**config.mk**
```make
export PLATFORM = sky130hd
export DESIGN_NAME = mul_div_unit
export DESIGN_NICKNAME = d
export VERILOG_FILES = /design/src/rtl/mul_div_unit.sv
export SDC_FILE = /design/constraint.sdc
export NUM_CORES = 1
export LEC_CHECK = 0
export ABC_AREA = 1
export BUFFER_PORTS_ARGS = -buffer_cell sky130_fd_sc_hd__buf_2
export CAP_MARGIN = 20
export CORE_UTILIZATION = 52
export CTS_BUF_LIST = sky130_fd_sc_hd__clkbuf_16
export DETAILED_ROUTE_END_ITERATION = 6
export GPL_TIMING_DRIVEN = 0
export PLACE_DENSITY = 0.74
export SLEW_MARGIN = 30
export SYNTH_ARGS = -nofsm -noshare
export SYNTH_HDL_FRONTEND = slang
export SYNTH_SLANG_ARGS = --single-unit
```
**constraint.sdc**
```tcl
create_clock -name CLK -period 2.1 [get_ports CLK]
set_clock_uncertainty 0.1 [all_clocks]
set_input_delay 0.63 -clock CLK [delete_from_list [all_inputs] [get_ports CLK]]
set_output_delay 0.63 -clock CLK [all_outputs]
set_load 0.02 [all_outputs]
```
**src/rtl/mul_div_unit.sv**
```systemverilog
// mul_div_unit: 8-bit unsigned sequential multiply / divide engine.
// One operation at a time. Multiply is an 8-step shift-add and divide is an
// 8-step restoring division. The two result halves are written back over two
// consecutive cycles to a base register index and to the index after it.
module mul_div_unit (
  input  logic       CLK,
  input  logic       RESET_N,
  input  logic       START,
  input  logic       OP,
  input  logic [7:0] A,
  input  logic [7:0] B,
  input  logic [2:0] DR_IN,
  output logic       BUSY,
  output logic       WB_LD,
  output logic [2:0] WB_DR,
  output logic [7:0] WB_DATA,
  output logic       DONE,
  output logic       DZ
);

  typedef enum logic [1:0] {
    ST_IDLE  = 2'd0,
    ST_CALC  = 2'd1,
    ST_WB_LO = 2'd2,
    ST_WB_HI = 2'd3
  } state_t;

  state_t     state_r;
  logic [7:0] a_r;      // captured multiplicand
  logic [7:0] b_r;      // captured divisor
  logic       op_r;     // captured operation select
  logic [2:0] dr_r;     // captured base destination index
  logic [2:0] cnt_r;    // CALC step counter, 0..7
  // Shared datapath register pair:
  //   multiply: {hi_r, lo_r} is the partial product; lo_r starts as the multiplier
  //   divide:   hi_r is the partial remainder; lo_r shifts the dividend out and the quotient in
  logic [7:0] hi_r;
  logic [7:0] lo_r;

  logic [8:0] sum_s;
  logic [8:0] shl_s;
  logic [7:0] hi_nxt_s;
  logic [7:0] lo_nxt_s;

  // One iteration of shift-add multiply or restoring divide on the shared register pair
  always_comb begin
    sum_s    = 9'd0;
    shl_s    = 9'd0;
    hi_nxt_s = hi_r;
    lo_nxt_s = lo_r;
    if (op_r == 1'b0) begin
      sum_s    = {1'b0, hi_r} + (lo_r[0] ? {1'b0, a_r} : 9'd0);
      hi_nxt_s = sum_s[8:1];
      lo_nxt_s = {sum_s[0], lo_r[7:1]};
    end else begin
      shl_s = {hi_r, lo_r[7]};
      if (shl_s >= {1'b0, b_r}) begin
        hi_nxt_s = 8'(shl_s - {1'b0, b_r});
        lo_nxt_s = {lo_r[6:0], 1'b1};
      end else begin
        hi_nxt_s = shl_s[7:0];
        lo_nxt_s = {lo_r[6:0], 1'b0};
      end
    end
  end

  // Control FSM with registered outputs; each output is set on the edge that enters the state it belongs to
  always_ff @(posedge CLK or negedge RESET_N) begin
    if (!RESET_N) begin
      state_r <= ST_IDLE;
      a_r     <= 8'h00;
      b_r     <= 8'h00;
      op_r    <= 1'b0;
      dr_r    <= 3'd0;
      cnt_r   <= 3'd0;
      hi_r    <= 8'h00;
      lo_r    <= 8'h00;
      BUSY    <= 1'b0;
      WB_LD   <= 1'b0;
      WB_DR   <= 3'd0;
      WB_DATA <= 8'h00;
      DONE    <= 1'b0;
      DZ      <= 1'b0;
    end else begin
      case (state_r)
        ST_IDLE: begin
          WB_LD <= 1'b0;
          DONE  <= 1'b0;
          if (START) begin
            a_r   <= A;
            b_r   <= B;
            op_r  <= OP;
            dr_r  <= DR_IN;
            cnt_r <= 3'd0;
            BUSY  <= 1'b1;
            if (OP && (B == 8'h00)) begin
              // Divide by zero: skip CALC; quotient all-ones, remainder = dividend
              DZ      <= 1'b1;
              hi_r    <= A;
              lo_r    <= 8'hFF;
              state_r <= ST_WB_LO;
              WB_LD   <= 1'b1;
              WB_DR   <= DR_IN;
              WB_DATA <= 8'hFF;
            end else begin
              DZ      <= 1'b0;
              hi_r    <= 8'h00;
              lo_r    <= OP ? A : B;
              state_r <= ST_CALC;
            end
          end else begin
            BUSY <= 1'b0;
          end
        end
        ST_CALC: begin
          hi_r  <= hi_nxt_s;
          lo_r  <= lo_nxt_s;
          cnt_r <= cnt_r + 3'd1;
          if (cnt_r == 3'd7) begin
            state_r <= ST_WB_LO;
            WB_LD   <= 1'b1;
            WB_DR   <= dr_r;
            WB_DATA <= lo_nxt_s;
          end else begin
            WB_LD <= 1'b0;
          end
        end
        ST_WB_LO: begin
          state_r <= ST_WB_HI;
          WB_LD   <= 1'b1;
          DONE    <= 1'b1;
          WB_DR   <= dr_r + 3'd1;
          WB_DATA <= hi_r;
        end
        ST_WB_HI: begin
          // START seen here is deliberately dropped; the next request needs IDLE
          state_r <= ST_IDLE;
          WB_LD   <= 1'b0;
          DONE    <= 1'b0;
          BUSY    <= 1'b0;
        end
        default: begin
          state_r <= ST_IDLE;
          WB_LD   <= 1'b0;
          DONE    <= 1'b0;
          BUSY    <= 1'b0;
        end
      endcase
    end
  end

endmodule

```
-- Word-level counts from Yosys, hierarchy flattened
Cells that the tools add are included.
- register bits: 56
- latch bits: 0
- memory bits (writable): 0
- ROM bits: 0
- input port bits: 23
- output and inout port bits: 15
- word-level logic and storage cells: 71
- memories kept: 0
- add/subtract/negate cells: 4
- $mul: 0
- div/mod/pow operators: 0
- magnitude comparators: 1
- eq/ne operators: 7
- shifts and indexed selects: 0
- multiplexer cells: 33
- bitwise gates (word level): 0
- reduce and logical (&&, ||, !) cells: 12
- operators by type and width (kind ; number):
    8-bit 2-to-1 mux ; 12
    8-bit case mux with 2 select lines ; 2
    8-bit case mux with 3 select lines ; 1
    3-bit 2-to-1 mux ; 4
    8-bit by 8-bit adder with 9-bit output ; 1
    9-bit by 8-bit greater-or-equal comparator with 1-bit output ; 1
    3-bit case mux with 3 select lines ; 1
    8-bit logical NOT ; 1
    2-bit case mux with 4 select lines ; 1
    8-bit subtractor ; 1
    3-bit by 1-bit adder with 3-bit output, second input constant ; 2
    2-bit 2-to-1 mux ; 3
    2-bit inequality test, second input constant ; 3
    3-bit case mux with 2 select lines ; 1
    2-bit AND reduction ; 3
    2-bit nonzero test ; 3
    1-bit 2-to-1 mux ; 5
    2-bit equality test, second input constant ; 2
    1-bit case mux with 2 select lines ; 2
    1-bit case mux with 4 select lines ; 1
    4-bit AND reduction ; 1
    3-bit equality test, second input constant ; 1
    3-bit nonzero test ; 1
    2-bit by 1-bit equality test with 1-bit output, second input constant ; 1
    3 further kinds ; 3

-- Longest topological paths before layout
- word-level depth: 5
- mapped depth: 14

-- Worst setup path before layout
No wires, ideal clock.
- path kind: reg2reg
- from: register lo_r[0]
- to: register hi_r[3]
- library setup time: 117 ps
- data arrival time: 1832 ps
- required time: 1883 ps
- slack: 51 ps
- cell stages (with the launch flop): 13
- path buffers: 1
- cell sequence: dfrtp_1 > clkbuf_1 > nand2_1 > inv_1 > ha_1 > fa_1 > nand2_1 > a21boi_0 > nor3_1 > o21ai_0 > nand3b_1 > nand2_1 > nand2_1
- word-level cells in the longest chain between the ends: 4
- ends and longest elaborated chain (item ; line ; source):
    start, declared ; 38 ; logic [7:0] lo_r;
    start signal, assigned ; 108 ; lo_r <= OP ? A : B;
    start signal, assigned ; 117 ; lo_r <= lo_nxt_s;
    8-bit 2-to-1 mux ; 52 ; sum_s = {1'b0, hi_r} + (lo_r[0] ? {1'b0, a_r} : 9'd0);
    8-bit by 8-bit adder with 9-bit output ; 52 ;
    8-bit 2-to-1 mux ; 51 ; if (op_r == 1'b0) begin
    8-bit case mux with 2 select lines ; 85 ; case (state_r)
    end signal, assigned ; 116 ; hi_r <= hi_nxt_s;
    end, declared ; 37 ; logic [7:0] hi_r;
No other way between the ends.
A chain may end at the register's enable or synchronous reset.

-- Worst setup path after layout
Ends and elaborated chain as after synthesis.

==> impl_metrics.py <==
metrics = {
    "run_status": {
        "status": "completed",
    },
    "cells_and_area": {
        "syn_to_final_growth_pct": 21.8,
        "final_cell_area_um2": 4630,
        "antenna_cells": 0,
        "finalNetCount": 636,
        "fill_cells": 610,
        "final_layout_size_suffix_gt1_share_pct": 23.2,
    },
    "routing": {
        "first_pass_iters": 6,
        "drt_iter0_markers": 336,
        "drt.antenna.violating_nets": 0,
        "wl_per_cell_um": 16.1,
        "wl_mm": 11.0,
        "drc_errors": 0,
        "vias": 3835,
        "vias_per_cell": 5.61,
    },
    "synthesis": {
        "synth-edff-count": 0,
        "yosysTopAreaCellShare_pct": 36.8,
        "syn_inst": 528,
        "async_reset_ff_share_pct": 100,
        "avgSynthCellArea_um2": 7.21,
        "netlist-cell-type-count": 39,
        "synthesis.nets": 578,
        "netlist_area_um2": 3800,
        "synth_seq_area_share_pct": 36.8,
        "ys_ff_latch": 56,
        "synth_common_cells": "nand2_1 (162), inv_1 (59), dfrtp_1 (56)",
        "ys_warn_count": 0,
        "synth_top_family_by_area": "simple AND/OR/NAND/NOR gates",
        "synthAdderAreaFrac_pct": 9.27,
        "synth_area_leaders": "dfrtp_1 (37%), nand2_1 (16%), ha_1 (8.2%), o21ai_0 (6.7%), inv_1 (5.8%)",
        "synthSimpleGateAreaFrac_pct": 27.9,
        "synth_most_common_cell": "nand2_1",
        "synthXorXnorAreaFrac_pct": 1.15,
        "ys.flop_type": "dfrtp_1",
        "synth_mux_area_share_pct": 0,
        "yosysTopAreaCell": "dfrtp_1",
        "synth_compound_area_share_pct": 15.8,
    },
    "timing": {
        "fin_crit_sh_pct": 97.9,
        "fmax_ghz": 0.486,
        "finalSetupViolations": 0,
        "slew_viol_final": 0,
        "hold_slack_ns": 0.279,
        "hold_viol": 0,
        "period_minus_slack_ns": 2.06,
        "rsz0062_at_grt": "yes",
        "maxSlewHeadroom_pct": 50.0,
        "tightest_slew_ns": 0.750,
    },
    "critical_path": {
        "cp_data_arrival_time_ns": 2.19,
        "critical_path_required_ns": 2.23,
        "worstSetupPathType": "reg -> reg",
        "path_delay_family": "adder cells",
        "worst-path-stages": 12,
        "worst-path-buf-inv": 1,
        "cp_slowest_cell": "dfrtp_2",
        "path_cells": "nand2_1 -> inv_2 -> ha_4 -> fa_2 -> nand2_2 -> a21boi_2 -> o21ai_1 -> nand2_1 -> o21ai_1 -> nand3b_1 -> nand2_1 -> nand2_1",
        "start_kind": "flip-flop",
        "rr_worst_depth": 12,
        "cp-end-kind": "flip-flop",
        "slowest_delay_ns": 0.43,
        "crit_fanout": 3,
        "timing.critical_path.mode_cell": "nand2_1",
    },
    "placed_design": {
        "place_congestion": 0.933,
        "place_area_um2": 4110,
        "hpwl_mm": 7.85,
        "port-buffer-count": 36,
    },
    "clocking": {
        "insertion_delay_ns": 0.30,
        "numClockSinks": 56,
        "cts_tree": "built",
        "root_buffer": "clkbuf_16",
        "clk_pin_slew_ns": 0.08,
        "htreeDepth": 2,
        "cts_buffers": 5,
        "clockBufferDepth": 2,
    },
    "floorplan": {
        "rows": 30,
        "pin_count": 38,
        "die_x_um": 87.5,
        "die_h_um": 87.5,
        "die_area_um2": 7660,
        "core_um2": 6940,
        "initial_utilization_pct": 54.8,
    },
    "power_and_ir_drop": {
        "p_per_area_nw_per_um2": 1830,
        "leakage_uw": 0.00230,
        "vdd_ir_drop_max_mv": 0.973,
    },
    "grt": {
        "grt_overflow": 0,
        "grt_antenna_before_repair": 0,
        "grtUsageTotal_pct": 29.8,
        "grt_pass1_vias": 3520,
        "grt_max_degree": 57,
        "grt_pass1_wl_mm": 17.4,
    },
    "min_path": {
        "hp-class": "in -> async",
    },
    "job": {
        "maxCapViolations": 0,
    },
}
## worst reg2reg max path: stages (launching register included)
cell,delay (ns)
dfrtp_2,0.43
nand2_1,0.08
inv_2,0.05
ha_4,0.16
fa_2,0.43
nand2_2,0.10
a21boi_2,0.06
o21ai_1,0.12
nand2_1,0.07
o21ai_1,0.17
nand3b_1,0.13
nand2_1,0.05
nand2_1,0.05
## power breakdown
| part | switching, uW | internal [uW] | total (uW) |
|---|---|---|---|
| clock network | 420 | 454 | 874 |
| logic | 3390 | 2190 | 5580 |
| registers | 400 | 1610 | 2010 |
## through the flow
step | util, % | TNS (ns) | instances | setup slack (ns) | power (uW)
3_5_place_dp | 59.2 | -3.74 | 660 | -0.333 | 6660
3_3_place_gp | 59.1 | -2.62 | 660 | -0.315 | 6520
4_1_cts | 63.5 | -0.0129 | 670 | -0.0129 | 7880
5_1_grt | 66.7 | -0.0567 | 683 | -0.0270 | 9140
2_1_floorplan | - | 0 | 528 | 0.0512 | 5400
6_report | 66.7 | 0 | 683 | 0.0442 | 8470
## state kept, by name (all words and copies together), names as in the netlist, 2 cells and up
signal and count:
dr_r 3, b_r 8, WB_DR 3, a_r 8, lo_r 8, cnt_r 3, hi_r 8, state_r 2
WB_DATA 8
## logic make-up (layout without fill, tap and decap cells)
kind of cell	Yosys count	count (layout)
adders and majority gates	27	27
and+or+nand+nor	247	247
buffers and inverters	84	143
DFF	56	56
xor gates and xnor gates	5	5
AOI/OAI and AO/OA	109	109
## final timing paths
check                                     start                   end  slack, ns
max                         lo_r[0]$_DFFE_PN0P_   hi_r[3]$_DFFE_PN0P_       0.04
min                                     RESET_N    b_r[4]$_DFFE_PN0P_       0.28
max reg2reg                 lo_r[0]$_DFFE_PN0P_   hi_r[3]$_DFFE_PN0P_       0.04
min reg2reg                cnt_r[0]$_DFFE_PN0P_  cnt_r[0]$_DFFE_PN0P_       0.38
max in group asynchronous               RESET_N   hi_r[2]$_DFFE_PN0P_       1.06
min in group CLK           cnt_r[0]$_DFFE_PN0P_  cnt_r[0]$_DFFE_PN0P_       0.38
## routing by layer
layer / track usage (%) / wire [um] / part of all wire, %
met5: 0 / 0 / 0
met4: 9.69 / 228 / 2.1
met3: 5.18 / 675 / 6.2
met2: 50.7 / 5330 / 49
met1: 38.8 / 4730 / 43
## repair_timing
action	4_1_cts	5_1_grt
hold buffers	0	0
pin swaps	0	12
gates resized for setup	25	46
gates cloned	0	1
buffers inserted	4	12
setup endpoints to repair	35	35
## final cells by class
class                   instances  area [um^2]  area share [%]
flip-flops and latches         56         1410            30.5
plain buffers                  19          106            2.30
repair buffers                 53          314            6.78
well taps                      96          120            2.59
inverters                      63          241            5.21
multi-input cells             388         2290            49.4
clock buffers                   5          125            2.70
clock inverters                 3         25.0           0.540
## cell usage in the layout, fill, tap and decap left out, types with 3 or more instances in the layout
cell type and instances:
o21a_1 8, inv_2 10, nor2_1 29, nor2_2 6
o21ai_2 3, ha_4 11, nand2_1 158, nand3_2 4
dfrtp_2 9, nand3b_1 4, buf_2 38, o21ai_0 47
inv_1 52, nand2_2 4, o21ai_1 3, nand3_1 26
a31oi_1 8, clkbuf_2 4, xnor2_1 3, buf_6 3
a21oi_1 32, ha_1 14, nand4_1 7, clkbuf_1 9
buf_4 17, clkbuf_16 5, dfrtp_1 47
No activity file was read; power rests on OpenSTA's default activity.
